<file path="src/rtl/stream_width_downsizer.sv">
// stream_width_downsizer: splits each IN_WIDTH word into RATIO OUT_WIDTH beats on a valid/ready stream
module stream_width_downsizer #(
    parameter int IN_WIDTH  = 32,
    parameter int OUT_WIDTH = 8,
    parameter bit MSB_FIRST = 1'b0
) (
    input  logic                 clk,
    input  logic                 rst_n,
    input  logic                 in_valid,
    input  logic [IN_WIDTH-1:0]  in_data,
    input  logic                 in_last,
    output logic                 in_ready,
    output logic                 out_valid,
    output logic [OUT_WIDTH-1:0] out_data,
    output logic                 out_last,
    input  logic                 out_ready
);
    localparam int RATIO = IN_WIDTH / OUT_WIDTH;
    localparam int CW    = RATIO > 1 ? $clog2(RATIO) : 1;
    generate
        if (OUT_WIDTH < 1 || IN_WIDTH % OUT_WIDTH != 0) begin : g_bad_width
            $error("IN_WIDTH must be an integer multiple of OUT_WIDTH");
        end
    endgenerate
    logic [IN_WIDTH-1:0] word_reg;
    logic                last_reg;
    logic                full;
    logic [CW-1:0]       beat_cnt;
    logic                accept;
    logic                consume;
    logic                final_beat;
    int                  sel;
    logic [IN_WIDTH-1:0] shifted;
    assign final_beat = beat_cnt == CW'(RATIO - 1);
    assign out_valid  = full;
    assign in_ready   = !full || (out_ready && final_beat);
    assign accept     = in_valid && in_ready;
    assign consume    = out_valid && out_ready;
    assign out_last   = full && last_reg && final_beat;
    assign sel        = MSB_FIRST ? RATIO - 1 - int'(beat_cnt) : int'(beat_cnt);
    assign shifted    = word_reg >> (sel * OUT_WIDTH);
    assign out_data   = shifted[OUT_WIDTH-1:0];
    // Advance through the held word's beats; reload on the final beat so words flow without a bubble
    always_ff @(posedge clk or negedge rst_n) begin
        if (!rst_n) begin
            word_reg <= '0;
            last_reg <= 1'b0;
            full     <= 1'b0;
            beat_cnt <= '0;
        end else if (consume) begin
            if (final_beat) begin
                beat_cnt <= '0;
                full     <= accept;
                if (accept) begin
                    word_reg <= in_data;
                    last_reg <= in_last;
                end
            end else begin
                beat_cnt <= beat_cnt + CW'(1);
            end
        end else if (accept) begin
            word_reg <= in_data;
            last_reg <= in_last;
            full     <= 1'b1;
            beat_cnt <= '0;
        end
    end
endmodule

</file>
<file path="config.mk">
export PLATFORM = sky130hd
export DESIGN_NAME = stream_width_downsizer
export DESIGN_NICKNAME = d
export VERILOG_FILES = /design/src/rtl/stream_width_downsizer.sv
export SDC_FILE = /design/constraint.sdc
export NUM_CORES = 1
export LEC_CHECK = 0
export ABC_AREA = 1
export BUFFER_PORTS_ARGS = -buffer_cell sky130_fd_sc_hd__buf_2
export CELL_PAD_IN_SITES_DETAIL_PLACEMENT = 1
export CELL_PAD_IN_SITES_GLOBAL_PLACEMENT = 2
export CORE_UTILIZATION = 31
export DETAILED_ROUTE_END_ITERATION = 8
export MAX_ROUTING_LAYER = met4
export PLACE_DENSITY = 0.86
export SLEW_MARGIN = 15
export SYNTH_ARGS = -nofsm -noshare
export SYNTH_HDL_FRONTEND = slang
export SYNTH_SLANG_ARGS = --single-unit
</file>
<file path="constraint.sdc">
create_clock -name clk -period 1.7 [get_ports clk]
set_input_delay 0.17 -clock clk [delete_from_list [all_inputs] [get_ports clk]]
set_output_delay 0.17 -clock clk [all_outputs]
set_load 0.05 [all_outputs]
</file>
==> results.toml <==
[worst_setup_path]
end_kind = "primary output"
startpoint_type = "register"
crit_path_top_delay_cell = "dfrtp_2"
critical_path_class = "reg2out"
cpPeakStageDelay_ns = 0.45
critPathBufInv = 2
crit_family = "flip-flops"
critPathMaxFanout = 12
path_cells = "buf_6, or2_2, nand3_1, nand2_1, buf_6"
cp_common_cell = "buf_6"
worstPathRequired_ns = 1.53
cp.arrival_ns = 1.49

[detailed_routing]
via_per_inst = 4.58
postRouteAntennaNets = 0
drc_errors = 0
drtIter0Drc = 34
wl_per_cell_um = 13.3
vias = 1716
firstDrtPassIters = 4
drt_wl_total_mm = 4.97

[timing]
tightest_slew_ns = 0.466
grt_setup_unrepaired = "true"
timing.fmax_mhz = 601
setup_viol = 0
hold_viol = 0
layout_min_cycle_time_ns = 1.66
final.period_utilization_pct = 97.8
slew_violations = 0
slew-limit-headroom_pct = 68.9
finalClockSkew_ns = 0.00290

[flow_run]
cap_viol_max_count = 0

[floorplan]
die_w_um = 83.3
initial_core_util_pct = 32.2
die_h_um = 83.3
io_pins = 48
dieArea_um2 = 6930
core_um2 = 6350
row_count = 29

[placed_design]
gp_congestion = 0.822
dpl.hpwl_mm = 3.66
dp_cells = 363
port_buffers = 47

[layout]
largest_reg_flops = 32
layout.cells.non_filler = 375
multi_input_area_um2 = 926
area_delta_synth_final_pct = 22.4
fillers = 794
drive_gt1_share_pct = 46.0
seq_area_um2 = 903
final_common_cell = "nand2_2"
diodes = 0
final_util_pct = 39.4
final_cell_mix = "nand2_2 (61), nand3_1 (51), nand2_1 (43)"
nets = 335

[clock_network]
clock_latency_ns = 0.29
clock_sinks = 36
cts-root-buf = "clkbuf_8"
numCtsBuffers = 5
htreeDepth = 2
clkTransAtPathRegs_ns = 0.07
clockBufferDepth = 2
cts_tree = "yes"

[status]
outcome = "complete, no violations"

[logic_synthesis]
yosysWarnings = 0
ys_ff_latch = 36
synth_area_um2 = 2050
synthCells = 247
synth.distinct_cells = 18
yosysSeqAreaShare_pct = 44.0
syn_area_per_cell_um2 = 8.29
syn_nets = 285

[global_route]
antenna_found_initial = 0
grt_pass1_wl_mm = 8.67
grt_pass1_vias = 1849
grt_start_max_net_pins = 35
grt_overflow = 0
grt.total_usage_pct = 16.3

[power]
peakVddDrop_mv = 1.51
leakagePower_nw = 1.33
power.density_nw_per_um2 = 2150

[min_path]
hp-class = "in2reg"
[power breakdown]
| part | internal, mW | switching (mW) | total, mW |
|---|---|---|---|
| clock | 0.331 | 0.309 | 0.639 |
| sequential | 1.27 | 0.319 | 1.59 |
| combinational | 1.17 | 2.00 | 3.16 |
| total | 2.77 | 2.63 | 5.39 |
[cells by family (layout without fill, tap and decap cells)]
family	Yosys count	count (layout)	synth area share, %
fa+ha+maj	1	1	0.611
buf+inv	41	92	11.7
compound gates	1	1	0.244
simple gates	168	168	43.5
flops	36	36	44.0
[worst min-delay path: stages]
cell	delay, ns
buf_2	0.07
nand3_1	0.07
nand2_1	0.06
[through the flow]
step | setup TNS (ns) | cell area (µm²) | worst slack (ns) | hold WS, ns | power, mW
after floorplan | 0 | 2050 | 0.0415 | -0.126 | 3.90
after global placement | 0 | 2310 | 0.227 | 0.140 | 4.40
after detailed placement | 0 | 2310 | 0.0877 | 0.158 | 4.48
after CTS | 0 | 2440 | 0.00566 | 0.111 | 5.27
after global routing | -0.0338 | 2500 | -0.0122 | 0.125 | 5.83
final | 0 | 2500 | 0.0367 | 0.114 | 5.39
[repair_timing]
action | CTS | global route
resized for setup | 9 | 19
hold endpoints to repair | 18 | 0
hold buffers | 1 | 0
gates cloned | 0 | 1
endpoints found under the setup margin | 6 | 10
buffers inserted | 0 | 2
[synth_stat cells]
cell / number / area, µm²
buf_6: 2 / 22.5
or2_0: 1 / 6.26
inv_2: 1 / 3.75
nand2_2: 59 / 369
buf_2: 5 / 25.0
ha_1: 1 / 12.5
inv_1: 26 / 97.6
dfrtp_1: 36 / 901
or2_1: 1 / 6.26
nand2_4: 1 / 11.3
nor2_1: 1 / 3.75
nand2_1: 45 / 169
buf_12: 3 / 60.1
nand3_1: 52 / 260
o21ai_1: 1 / 5.00
buf_4: 4 / 30.0
nand2_8: 1 / 20.0
or2_2: 7 / 43.8
[final cells by class]
cell class                      count  share of cell area (%)
Multi-Input combinational cell    170                    37.0
Sequential cell                    36                    36.1
Timing Repair Buffer               57                    15.5
Inverter                           27                    4.05
Tap cell                           77                    3.85
Clock buffer                        8                    3.60
[metal layers]
metal | wire length (µm) | global-route usage, % | up-vias
met5 | 0 | - | -
met4 | 86 | 6.11 | 0
met3 | 164 | 3.68 | 6
met2 | 2490 | 27.5 | 31
met1 | 2240 | 18.8 | 823
li1 | - | - | 856
[final timing paths]
path | slack [ns] | end | depth (start not counted) | start
worst min-delay path | 0.11 | word_reg[15]$_DFFE_PN0P_ | 3 | in_data[15]
min in group asynchronous | 0.36 | word_reg[0]$_DFFE_PN0P_ | 2 | rst_n
max in group asynchronous | 0.87 | beat_cnt[0]$_DFFE_PN0P_ | 3 | rst_n
worst max register to register | 0.20 | word_reg[17]$_DFFE_PN0P_ | 6 | beat_cnt[0]$_DFFE_PN0P_
worst min register to register | 0.48 | word_reg[16]$_DFFE_PN0P_ | 2 | word_reg[16]$_DFFE_PN0P_
worst max-delay path | 0.04 | out_data[7] | 5 | beat_cnt[0]$_DFFE_PN0P_
No activity file was read; power rests on OpenSTA's default activity.
